<file path="src/rtl/pll_scan_ctrl_pkg.sv">
// Shared types and constants for the video PLL scan-chain controller.
// Cyclone III scan-chain length and controller state encodings.
package pll_scan_ctrl_pkg;

  localparam int PLL_SCAN_LEN = 144;
  localparam int DRAIN_CYCLES = 3;

  typedef enum logic [2:0] {
    S_IDLE,
    S_READ,
    S_DRAIN,
    S_WAIT_RECONF,
    S_UPDATE,
    S_WAIT_DONE
  } state_t;

endpackage

</file>
<file path="src/rtl/pll_scan_timeout.sv">
// Wait-state timer: counts while enabled, flags when LIMIT is reached.
// Cleared whenever its owning wait state is not active.
module pll_scan_timeout #(
  parameter int LIMIT = 15
) (
  input  logic clock,
  input  logic reset,
  input  logic clear,
  input  logic enable,
  output logic expired
);

  localparam int W = $clog2(LIMIT + 1);

  logic [W-1:0] count;

  always_ff @(posedge clock or posedge reset) begin
    if (reset) begin
      count <= '0;
    end else if (clear) begin
      count <= '0;
    end else if (enable) begin
      count <= count + W'(1);
    end
  end

  assign expired = enable && (count == W'(LIMIT));

endmodule

</file>
<file path="src/rtl/pll_scan_ctrl.sv">
// Scan-chain controller: shifts ROM bits into the PLL scan chain,
// then sequences configupdate and waits for scandone.
module pll_scan_ctrl
  import pll_scan_ctrl_pkg::*;
#(
  parameter int SCAN_LEN       = PLL_SCAN_LEN,
  parameter int ADDR_W         = 8,
  parameter int RECONF_TIMEOUT = 15,
  parameter int DONE_TIMEOUT   = 1023
) (
  input  logic              clock,
  input  logic              reset,
  input  logic              trigger_read,
  input  logic              rom_q,
  input  logic              reconfig,
  input  logic              scandone,
  output logic [ADDR_W-1:0] address,
  output logic              read_ena,
  output logic              busy,
  output logic              scandata,
  output logic              scanclkena,
  output logic              configupdate,
  output logic              done,
  output logic              error
);

  localparam logic [ADDR_W-1:0] LAST_ADDR = ADDR_W'(SCAN_LEN - 1);
  localparam logic [1:0] DRAIN_LAST = 2'(DRAIN_CYCLES - 1);

  state_t     state;
  logic [1:0] drain_cnt;
  logic       rc_pend;
  logic [1:0] valid;
  logic       rc_wait;
  logic       dn_wait;
  logic       rc_expired;
  logic       dn_expired;

  assign rc_wait = (state == S_WAIT_RECONF);
  assign dn_wait = (state == S_WAIT_DONE);

  pll_scan_timeout #(
    .LIMIT (RECONF_TIMEOUT)
  ) u_rc_timer (
    .clock   (clock),
    .reset   (reset),
    .clear   (!rc_wait),
    .enable  (rc_wait),
    .expired (rc_expired)
  );

  pll_scan_timeout #(
    .LIMIT (DONE_TIMEOUT)
  ) u_dn_timer (
    .clock   (clock),
    .reset   (reset),
    .clear   (!dn_wait),
    .enable  (dn_wait),
    .expired (dn_expired)
  );

  always_ff @(posedge clock or posedge reset) begin
    if (reset) begin
      state        <= S_IDLE;
      address      <= '0;
      read_ena     <= 1'b0;
      busy         <= 1'b0;
      configupdate <= 1'b0;
      done         <= 1'b0;
      error        <= 1'b0;
      rc_pend      <= 1'b0;
      drain_cnt    <= '0;
    end else begin
      configupdate <= 1'b0;
      done         <= 1'b0;
      unique case (state)
        S_IDLE: begin
          address <= '0;
          rc_pend <= 1'b0;
          if (trigger_read) begin
            state    <= S_READ;
            busy     <= 1'b1;
            read_ena <= 1'b1;
            error    <= 1'b0;
          end
        end
        S_READ: begin
          if (reconfig) rc_pend <= 1'b1;
          if (address == LAST_ADDR) begin
            read_ena  <= 1'b0;
            drain_cnt <= '0;
            state     <= S_DRAIN;
          end else begin
            address <= address + ADDR_W'(1);
          end
        end
        S_DRAIN: begin
          if (reconfig) rc_pend <= 1'b1;
          if (drain_cnt == DRAIN_LAST) begin
            state <= S_WAIT_RECONF;
          end else begin
            drain_cnt <= drain_cnt + 2'd1;
          end
        end
        S_WAIT_RECONF: begin
          if (reconfig || rc_pend) begin
            rc_pend      <= 1'b0;
            configupdate <= 1'b1;
            state        <= S_UPDATE;
          end else if (rc_expired) begin
            error   <= 1'b1;
            busy    <= 1'b0;
            address <= '0;
            state   <= S_IDLE;
          end
        end
        S_UPDATE: begin
          state <= S_WAIT_DONE;
        end
        S_WAIT_DONE: begin
          // success wins over a same-edge expiry
          if (scandone) begin
            done    <= 1'b1;
            busy    <= 1'b0;
            address <= '0;
            state   <= S_IDLE;
          end else if (dn_expired) begin
            error   <= 1'b1;
            busy    <= 1'b0;
            address <= '0;
            state   <= S_IDLE;
          end
        end
        default: state <= S_IDLE;
      endcase
    end
  end

  always_ff @(posedge clock or posedge reset) begin
    if (reset) begin
      valid      <= '0;
      scandata   <= 1'b0;
      scanclkena <= 1'b0;
    end else begin
      valid      <= {valid[0], read_ena};
      scanclkena <= valid[1];
      scandata   <= valid[1] & rom_q;
    end
  end

endmodule
</file>
<file path="config.mk">
export PLATFORM = sky130hd
export DESIGN_NAME = pll_scan_ctrl
export DESIGN_NICKNAME = d
export VERILOG_FILES = /design/src/rtl/pll_scan_ctrl_pkg.sv /design/src/rtl/pll_scan_timeout.sv /design/src/rtl/pll_scan_ctrl.sv
export SDC_FILE = /design/constraint.sdc
export NUM_CORES = 1
export LEC_CHECK = 0
export ABC_AREA = 1
export CAP_MARGIN = 5
export CORE_MARGIN = 3
export CORE_UTILIZATION = 48
export CTS_BUF_LIST = sky130_fd_sc_hd__clkbuf_8
export DETAILED_ROUTE_END_ITERATION = 8
export PLACE_DENSITY = 0.7
export SYNTH_ARGS = -nofsm -noshare
export SYNTH_HDL_FRONTEND = slang
export SYNTH_SLANG_ARGS = --single-unit
</file>
<file path="constraint.sdc">
create_clock -name clock -period 1.6 [get_ports clock]
set_clock_uncertainty 0.15 [all_clocks]
set_input_delay 0.32 -clock clock [delete_from_list [all_inputs] [get_ports clock]]
set_output_delay 0.32 -clock clock [all_outputs]
set_load 0.02 [all_outputs]
</file>
==> results.md <==
* Synthesis-stage register bit count at 37
* Fin crit share at 97.54%
* P_leak at 0.001349 uW
* Hold Fails Final Rpt at 0
* Vias at 1693
* DR WL/cell at 12.02 um
* Fillers at 319
* Total grt overflow at 0
* Syn Std Cell Area at 1978 um2
* Placeable Area at 3826 um2
* Detail Route Antenna Nets at 0
* Finished Layout Cells at 338
* Die ar. at 4927 um2
* Adder-cell share of the synthesized area at 2.530%
* Hold slack at 207.5 ps
* Global-route wire length before repair at 6.941 mm
* Synth unique cells at 32
* Predominant post-synthesis flop cell: dfrtp_1
* Clk slew on worst S/H paths at 80 ps
* Setup crit end kind: output port
* Reg2reg setup slack at 70 ps
* CTS max path bufs at 2
* Latest clock arrival within the worst-skew pair at 290 ps
* Simple-Gate Fraction of Synth Area at 37.13%
* Crit Path Category: flop to output port
* Largest family of logic cells by synthesized area: simple AND/OR/NAND/NOR gates
* Max cap viols at 0
* DP HPWL at 2.852 mm
* Mapped Cells at 237
* DP Worst Slack at -209.6 ps
* Routed wire length at 4.063 mm
* Worst R2R End: address[0]
* Worst EP arrival at 1090 ps
* Row cnt at 22
* Post-synthesis compound-gate area fraction at 5.313%
* Io pins at 21
* Crit-path max FO at 3
* Post-layout worst setup margin at 39.31 ps
* Synth cell count leaders: 65 x nand2_1, 37 x dfrtp_1, 26 x nor2_1, 25 x nand3_1, 21 x inv_1
* Post-synthesis mux area share at 0%
* Largest cells by area after synthesis: dfrtp_1 47%, nand2_1 12%, nand3_1 6.3%
* Total Routing Usage GR at 17.58%
* CTS root buffer: clkbuf_8
* Critical Path Sink: address[0]
* RD Place Congestion at 0.9055
* Synth warn at 0
* Avg Inst Size Synth at 8.347 um2
* CTS tree: yes
* Syn nets at 247
* Inserted Diodes at 0
* H-tree level count at 2
* CP startpoint: address[0]
* DRC at 0
* Largest net degree at the start of global routing at 38
* Die H at 70.20 um
* R2r startpoint: u_dn_timer.count[1]
* Clock sink count at 37
* 1st-pass router iterations at 4
* Final Util at 68.35%
* Initial antenna violation count at 0
* IO buf count at 20
* Outcome: completed
* Unrepaired setup endpoints after global routing: yes
* Initial Utilization at 51.70%
* Number of buffers created by CTS at 5
* Placed cell count at 320
* XOR/XNOR Fraction of Synth Area at 1.328%
* Share of layout cells above drive strength 1 at 29.66%
* Worst slew margin at 81.44%
* CP required at 1130 ps
* Worst setup SP type: flop
* Hold Crit Class: flop to flop
* PD cells at 1400 nW/um2
* Endpoints failing setup at 0
* Vias per std cell at 5.009
* Cell with the most instances after synthesis: nand2_1
* Max frequency at 640.7 MHz
* Post-synth top area share at 46.81%
* Vias in the first global route at 1610
* EDFF count, synth at 0
* Async SR Flop Fraction at 100.0%
* Layout area overhead at 32.19%
* Min Clock Period, post-route at 1561 ps
* Register area share after synthesis at 46.81%
* Die width at 70.20 um
* Slew at the pin with the worst max-slew slack at 277.3 ps
* Yosys top cell by area: dfrtp_1
* Cells on worst reg2reg path at 8
* Maximum vdd drop at 1.072 mV
* Slew Limit Fails at 0
* Final nets at 299
* Iter 0 DRT Violations at 139
-- placed cells by master (no fill, tap or decap), types with 3 or more instances in the layout --
cell type        instances
nand2_2                  9
dfrtp_1                 35
nand3_4                  4
inv_1                   21
nor2_2                   8
inv_2                    3
nand3_2                  5
nand3_1                 22
clkdlybuf4s50_1          5
nor2_1                  21
nor2_4                   5
a21oi_1                 10
nand2_4                  4
dlygate4sd2_1           12
buf_4                   24
o21ai_0                  5
clkbuf_8                 6
nand2_1                 58
-- cells by family after synthesis --
family                     Yosys count
AOI/OAI and AO/OA                   19
xor gates and xnor gates             3
adders and majority gates            4
buffers and inverters               29
DFF                                 37
and+or+nand+nor                    145
-- power by group --
| part | leakage, uW | switching (uW) | internal, uW |
|---|---|---|---|
| Combinational | 0.000803 | 1010 | 680 |
| Sequential | 0.000495 | 161 | 1130 |
| Clock | 0.0000512 | 338 | 349 |
| Total | 0.00135 | 1510 | 2160 |
-- registers in the layout, indices dropped and copies added (netlist names), 2 cells and up --
| register | cells |
|---|---|
| address | 8 |
| drain_cnt | 2 |
| state | 3 |
| u_dn_timer.count | 10 |
| u_rc_timer.count | 4 |
| valid | 2 |
-- routing by layer --
metal	vias up	global-route usage, %	wire, um
met5	-	0	0
met4	0	7.660	60
met3	5	4.173	158
met2	26	27.81	1942
met1	794	22.89	1902
li1	868	-	-
-- final cells by class --
| class | count | area [um2] | share of cell area [%] |
|---|---|---|---|
| well taps | 48 | 60.06 | 2.297 |
| multi-input cells | 172 | 1021 | 39.04 |
| repair buffers | 46 | 395.4 | 15.12 |
| clock inverters | 2 | 13.76 | 0.5263 |
| inverters | 27 | 113.9 | 4.354 |
| flip-flops and latches | 37 | 928.4 | 35.50 |
| clock buffers | 6 | 82.58 | 3.158 |
-- worst min-delay path by stage --
stage | start | endpoint | slack, ps | depth (start not counted)
after detailed placement | valid[0] | valid[1] | 190 | 0
final | valid[0] | valid[1] | 210 | 0
after CTS | valid[0] | valid[1] | 210 | 0
after global placement | valid[0] | valid[1] | 180 | 0
after floorplan | valid[0] | valid[1] | 180 | 0
after global routing | valid[0] | valid[1] | 220 | 0
-- critical path, stage by stage, from the launching register on --
cell	delay [ps]
dfrtp_1	400
buf_4	140
clkdlybuf4s15_1	270
-- metrics by stage --
| step | TNS [ps] | cell area [um2] | power [uW] |
|---|---|---|---|
| after global placement | -1667 | 2369 | 2864 |
| after global routing | -236.7 | 2615 | 3955 |
| after CTS | 0 | 2447 | 3539 |
| after floorplan | 0 | 1978 | 2408 |
| final | 0 | 2615 | 3662 |
| after detailed placement | -2237 | 2369 | 2895 |
-- timing repair --
action / in CTS / in global routing
hold buffers: 0 / 0
setup buffers: 0 / 9
pin swaps: 0 / 15
endpoints found under the hold margin: 0 / 0
gates resized for setup: 16 / 30
setup endpoints to repair: 26 / 15
cloned: 0 / 1
(Power assumes the default switching activity.)
